`config.mk`:
```
export PLATFORM = sky130hd
export DESIGN_NAME = sap_clock_ctrl_flat
export DESIGN_NICKNAME = d
export VERILOG_FILES = /design/src/rtl/sap_clock_ctrl_if.sv /design/src/rtl/sap_clock_ctrl.sv /design/src/flat_wrapper.sv
export SDC_FILE = /design/constraint.sdc
export NUM_CORES = 1
export LEC_CHECK = 0
export CELL_PAD_IN_SITES_DETAIL_PLACEMENT = 2
export CELL_PAD_IN_SITES_GLOBAL_PLACEMENT = 2
export CORE_MARGIN = 8
export CORE_UTILIZATION = 33
export DETAILED_ROUTE_END_ITERATION = 7
export PLACE_DENSITY_LB_ADDON = 0.15
export SETUP_SLACK_MARGIN = 0.05
export SYNTH_ARGS = -nofsm -noshare
export SYNTH_HDL_FRONTEND = slang
export SYNTH_SLANG_ARGS = --single-unit
export TNS_END_PERCENT = 30
```
`constraint.sdc`:
```
create_clock -name clk -period 3.8 [get_ports clk]
set_input_delay 0.38 -clock clk [delete_from_list [all_inputs] [get_ports clk]]
set_output_delay 0.38 -clock clk [all_outputs]
set_load 0.02 [all_outputs]
```
`src/rtl/sap_clock_ctrl_if.sv`:
```
// Button-event and clock-enable bundle between the debouncers/CPU side and sap_clock_ctrl.
// master drives the button pulses and hlt; slave (the controller) drives the enable and status.
interface sap_clock_ctrl_if #(
  parameter int WIDTH = 24
);
  localparam int RW = $clog2(WIDTH);

  logic          step_pb;
  logic          mode_pb;
  logic          faster_pb;
  logic          slower_pb;
  logic          hlt;
  logic          cpu_ce;
  logic          auto_mode;
  logic          halted;
  logic [RW-1:0] rate;

  modport master (
    output step_pb, mode_pb, faster_pb, slower_pb, hlt,
    input  cpu_ce, auto_mode, halted, rate
  );

  modport slave (
    input  step_pb, mode_pb, faster_pb, slower_pb, hlt,
    output cpu_ce, auto_mode, halted, rate
  );
endinterface

```
`src/rtl/sap_clock_ctrl.sv`:
```
// SAP-1 clock-enable controller: manual single-step or auto free-run at 2^rate cycles,
// with a sticky halt that only clr releases.
module sap_clock_ctrl #(
  parameter int WIDTH     = 24,
  parameter int RATE_INIT = 10
) (
  input  logic               clk,
  input  logic               clr,
  sap_clock_ctrl_if.slave    bus
);
  localparam int RW = $clog2(WIDTH);

  typedef enum logic [1:0] {
    MANUAL      = 2'b00,
    AUTO        = 2'b01,
    HALT_MANUAL = 2'b10,
    HALT_AUTO   = 2'b11
  } state_t;

  state_t           state_r, state_s;
  logic [WIDTH-1:0] cnt_r, cnt_s;
  logic [WIDTH-1:0] period_max_s;
  logic [RW-1:0]    rate_r, rate_s;
  logic             cpu_ce_r, cpu_ce_s;
  logic             auto_mode_r, halted_r;
  logic             auto_cur_s, auto_nxt_s;
  logic             halt_cur_s, halt_nxt_s;
  logic             rate_chg_s, wrap_s;

  // State, counter, rate and registered outputs.
  always_ff @(posedge clk or negedge clr) begin
    if (!clr) begin
      state_r     <= MANUAL;
      cnt_r       <= '0;
      rate_r      <= RW'(RATE_INIT);
      cpu_ce_r    <= 1'b0;
      auto_mode_r <= 1'b0;
      halted_r    <= 1'b0;
    end else begin
      state_r     <= state_s;
      cnt_r       <= cnt_s;
      rate_r      <= rate_s;
      cpu_ce_r    <= cpu_ce_s;
      auto_mode_r <= auto_nxt_s;
      halted_r    <= halt_nxt_s;
    end
  end

  // Next-state, rate, counter and enable decode.
  always_comb begin
    state_s      = state_r;
    cnt_s        = cnt_r;
    rate_s       = rate_r;
    cpu_ce_s     = 1'b0;
    auto_cur_s   = (state_r == AUTO) || (state_r == HALT_AUTO);
    halt_cur_s   = (state_r == HALT_MANUAL) || (state_r == HALT_AUTO);
    auto_nxt_s   = auto_cur_s ^ bus.mode_pb;
    halt_nxt_s   = halt_cur_s | bus.hlt;
    period_max_s = (WIDTH'(1) << rate_r) - WIDTH'(1);
    wrap_s       = (cnt_r == period_max_s);

    // Opposing requests in the same cycle cancel out.
    if (bus.faster_pb && !bus.slower_pb) begin
      if (rate_r != RW'(0)) begin
        rate_s = rate_r - RW'(1);
      end else begin
        rate_s = rate_r;
      end
    end else if (bus.slower_pb && !bus.faster_pb) begin
      if (rate_r != RW'(WIDTH - 1)) begin
        rate_s = rate_r + RW'(1);
      end else begin
        rate_s = rate_r;
      end
    end else begin
      rate_s = rate_r;
    end
    rate_chg_s = (rate_s != rate_r);

    case ({halt_nxt_s, auto_nxt_s})
      2'b00:   state_s = MANUAL;
      2'b01:   state_s = AUTO;
      2'b10:   state_s = HALT_MANUAL;
      2'b11:   state_s = HALT_AUTO;
      default: state_s = MANUAL;
    endcase

    // Clears still apply while halted; only counting is frozen.
    if (bus.mode_pb || rate_chg_s) begin
      cnt_s = '0;
    end else if (halt_nxt_s) begin
      cnt_s = cnt_r;
    end else if (!auto_cur_s) begin
      cnt_s = '0;
    end else if (wrap_s) begin
      cnt_s = '0;
    end else begin
      cnt_s = cnt_r + WIDTH'(1);
    end

    if (halt_nxt_s || bus.mode_pb) begin
      cpu_ce_s = 1'b0;
    end else if (!auto_cur_s) begin
      cpu_ce_s = bus.step_pb;
    end else if (rate_chg_s) begin
      cpu_ce_s = 1'b0;
    end else begin
      cpu_ce_s = wrap_s;
    end
  end

  assign bus.cpu_ce    = cpu_ce_r;
  assign bus.auto_mode = auto_mode_r;
  assign bus.halted    = halted_r;
  assign bus.rate      = rate_r;
endmodule
```
`src/flat_wrapper.sv`:
```
// flat-port wrapper written by rule: the top's interface ports become plain ports
module sap_clock_ctrl_flat 
#(
  parameter int WIDTH     = 24,
  parameter int RATE_INIT = 10
)
  (clk, clr, bus_step_pb, bus_mode_pb, bus_faster_pb, bus_slower_pb, bus_hlt, bus_cpu_ce, bus_auto_mode, bus_halted, bus_rate);
  sap_clock_ctrl_if #(.WIDTH(WIDTH)) bus_i ();
  input  logic clk;
  input  logic clr;
  input wire logic [$bits(bus_i.step_pb)-1:0] bus_step_pb;
  input wire logic [$bits(bus_i.mode_pb)-1:0] bus_mode_pb;
  input wire logic [$bits(bus_i.faster_pb)-1:0] bus_faster_pb;
  input wire logic [$bits(bus_i.slower_pb)-1:0] bus_slower_pb;
  input wire logic [$bits(bus_i.hlt)-1:0] bus_hlt;
  output wire logic [$bits(bus_i.cpu_ce)-1:0] bus_cpu_ce;
  output wire logic [$bits(bus_i.auto_mode)-1:0] bus_auto_mode;
  output wire logic [$bits(bus_i.halted)-1:0] bus_halted;
  output wire logic [$bits(bus_i.rate)-1:0] bus_rate;
  assign bus_i.step_pb = bus_step_pb;
  assign bus_i.mode_pb = bus_mode_pb;
  assign bus_i.faster_pb = bus_faster_pb;
  assign bus_i.slower_pb = bus_slower_pb;
  assign bus_i.hlt = bus_hlt;
  assign bus_cpu_ce = bus_i.cpu_ce;
  assign bus_auto_mode = bus_i.auto_mode;
  assign bus_halted = bus_i.halted;
  assign bus_rate = bus_i.rate;
  sap_clock_ctrl #(.WIDTH(WIDTH), .RATE_INIT(RATE_INIT)) u_core (.clk(clk), .clr(clr), .bus(bus_i));
endmodule
```
==> results.sh <==
export IMPL_start_kind="flip-flop"
export IMPL_syn_area_per_cell_um2=7.900
export IMPL_synth_adder_area_share_pct=3.494
export IMPL_num_vias=3434
export IMPL_nets=467
export IMPL_power_leakage_nw=1.580
export IMPL_worstPathArrival_ps=3780
export IMPL_antennaDiodeCount=0
export IMPL_drtIter0Drc=130
export IMPL_synth_xor_area_share_pct=8.696
export IMPL_yosysWarnings=0
export IMPL_path_cells="inv_1, ha_1, or4b_4, ha_4, o21a_1, a31oi_4, or2_4, or3_1, o31a_1, nor4b_2, and4b_1, or2_4, buf_12, o311ai_1"
export IMPL_irDropWorstVdd_mv=0.3128
export IMPL_drc=0
export IMPL_yosysMostFrequentCell="nand3_1"
export IMPL_grt_first_pass_wirelength_mm=19.89
export IMPL_worstMarginPinSlew_ps=858.3
export IMPL_ys_flop_type="dfrtp_1"
export IMPL_cts_tree="built"
export IMPL_cp_end_kind="flip-flop"
export IMPL_critPathLaunch="u_core.bus.rate[1]$_DFF_PN1_"
export IMPL_final_hold_violation_count=0
export IMPL_synth_simple_area_share_pct=30.12
export IMPL_syn_area_mm2=0.003223
export IMPL_maxCapViolCount=0
export IMPL_critical_path_class="flip-flop to flip-flop"
export IMPL_htreeDepth=2
export IMPL_clock_tree_root_cell="clkbuf_8"
export IMPL_cts_hold_buffers_added=0
export IMPL_synth_edf_count=0
export IMPL_synthArstFlopShare_pct=100.0
export IMPL_hold_path_class="input pin to asynchronous set/reset pin"
export IMPL_slowest_delay_ps=570
export IMPL_cts_made_buffers=5
export IMPL_design_area_mm2=0.004085
export IMPL_dieArea_mm2=0.01318
export IMPL_rsz0062_at_grt="false"
export IMPL_synth_area_leader_cell="dfrtp_1"
export IMPL_tns_ps=0
export IMPL_synth_top_family_by_area="simple AND/OR/NAND/NOR gates"
export IMPL_period_needed_ps=3619
export IMPL_dp_hpwl_mm=9.299
export IMPL_fillers=1118
export IMPL_fp_dieW_um=114.8
export IMPL_synth_common_cells="50 x nand3_1, 32 x dfrtp_1, 31 x a21oi_1"
export IMPL_powerDensity_mw_per_mm2=692.8
export IMPL_drive_above_1_share_pct=21.90
export IMPL_outcome="finished clean"
export IMPL_gr_total_overflow=0
export IMPL_placed_cell_area_mm2=0.003736
export IMPL_worst_slack_ps=181.5
export IMPL_worstSkewPairLatency_ps=310
export IMPL_area_delta_synth_final_pct=26.75
export IMPL_synth_top_cell_area_share_pct=24.84
export IMPL_core_area_mm2=0.009639
export IMPL_grt_pass1_vias=3634
export IMPL_cts_path_max_buffers=2
export IMPL_cts_sinks=34
export IMPL_ys_seq_area_share_pct=26.48
export IMPL_fmax_ghz=0.2764
export IMPL_timing_rr_start="u_core.bus.rate[1]$_DFF_PN1_"
export IMPL_routed_wirelength_mm=12.74
export IMPL_slew_viol_final=0
export IMPL_min_period_over_period_pct=95.22
export IMPL_io_pins=15
export IMPL_dr_pass1_iters=4
export IMPL_synthMuxAreaShare_pct=0.9317
export IMPL_track_usage_pct=19.20
export IMPL_ant_nets=0
export IMPL_setup_viol=0
export IMPL_cp_common_cell="or2_4"
export IMPL_synth_nets=424
export IMPL_pre_cts_ws_ps=-66.22
export IMPL_finClkSkew_ps=14.70
export IMPL_clk_pin_slew_ps=90
export IMPL_antenna_found_initial=0
export IMPL_wl_per_cell_um=21.78
export IMPL_ys_types=67
export IMPL_critPathRequiredTime_ps=3970
export IMPL_syn_inst=408
export IMPL_power_total_mw=2.830
export IMPL_slew_headroom_pct=42.78
export IMPL_yosys_top_cells_area="dfrtp_1 25%, nand3_1 7.8%, xnor2_1 5.2%"
export IMPL_rows=36
export IMPL_grt_max_degree=35
export IMPL_die_height_um=114.8
export IMPL_synth_compound_area_share_pct=24.22
export IMPL_cp_slowest_cell="dfstp_2"
export IMPL_portBuffers=14
export IMPL_initial_core_util_pct=33.44
export IMPL_gp_congestion=0.8313
export IMPL_viasPerCell=5.870
export IMPL_synth_seq_cells=34
export IMPL_path_max_fanout=9
-- placed cells by master (no fill, tap or decap), types with 4 or more instances in the layout --
cell / count
a211oi_1: 4
and3_1: 12
ha_1: 7
or2_2: 4
a22o_1: 4
nand4_1: 5
nor2_1: 20
dfrtp_1: 32
a21oi_2: 4
xnor2_1: 19
nor3_1: 19
nand2_1: 22
clkbuf_8: 6
inv_1: 18
nor4_4: 4
o21ai_0: 11
nor2b_1: 4
o311ai_1: 6
nand2b_1: 4
buf_4: 48
clkdlybuf4s50_1: 13
xor2_1: 12
a21oi_1: 28
o21ai_1: 9
a21o_1: 6
nand3_1: 50
-- final timing paths --
kind | end | slack, ps | cells after the start
min | u_core.cnt_r[5]$_DFFE_PN0P_ | 170 | 1
min reg2reg | u_core.state_r[1]$_DFF_PN0_ | 470 | 1
max in group asynchronous | u_core.cnt_r[21]$_DFFE_PN0P_ | 3060 | 1
max | u_core.cnt_r[22]$_DFFE_PN0P_ | 180 | 14
max reg2reg | u_core.cnt_r[22]$_DFFE_PN0P_ | 180 | 14
min in group clk | u_core.state_r[1]$_DFF_PN0_ | 470 | 1
-- final cells by class --
cell class,count,area [um^2],area share (%)
Clock inverter,2,16.27,0.3982
Timing Repair Buffer,64,535.5,13.11
Multi-Input combinational cell,328,2364,57.86
Clock buffer,6,82.58,2.021
Tap cell,133,166.4,4.074
Sequential cell,34,853.3,20.89
Inverter,18,67.56,1.654
-- worst max-delay path, delay by kind of cell, from the launching register on --
family                     cells  cell delay (ps)
AOI/OAI and AO/OA              4              710
buffers and inverters          2              230
and+or+nand+nor                6             1600
DFF                            1              570
adders and majority gates      2              360
-- per-layer routing --
layer	track usage (%)	vias to the layer above	routed length, um
li1	-	1607	-
met1	24.91	1773	5959
met2	33.09	39	6332
met3	2.206	15	281
met4	4.816	0	169
met5	0	-	0
-- state kept, by name (all words and copies together) (netlist names) --
| register | count |
|---|---|
| u_core.state_r | 2 |
| u_core.cnt_r | 24 |
| u_core.bus.halted | 1 |
| u_core.bus.cpu_ce | 1 |
| u_core.bus.rate | 5 |
| u_core.bus.auto_mode | 1 |
-- cell families (layout without fill, tap and decap cells) --
logic type,count (synthesis),in the layout
AND/OR/NAND/NOR,172,172
AO/OA/AOI/OAI,111,112
buffers and inverters,47,90
multiplexers,3,3
flip-flops,34,34
adder cells (fa/ha/maj),9,9
XOR/XNOR,32,32
-- per-stage QoR --
stage                     utilization [%]  hold WS (ps)  std cells
after floorplan                         -         84.41        408
after detailed placement            38.76         451.4        567
after CTS                           40.04         204.8        575
after global placement              38.76         441.8        567
after global routing                42.38         224.2        585
final                               42.38         169.6        585
-- power by group --
group | switching [mW] | internal [mW]
combinational | 1.21 | 0.842
clock | 0.170 | 0.150
sequential | 0.0513 | 0.407
total | 1.43 | 1.40
-- repair_timing --
| item | CTS | global route |
|---|---|---|
| pin swaps | 0 | 8 |
| buffers inserted | 0 | 9 |
| resized for setup | 3 | 26 |
| gates cloned | 0 | 1 |
| endpoints found under the setup margin | 18 | 25 |
Note: power is estimated with default switching activity, not from simulation.
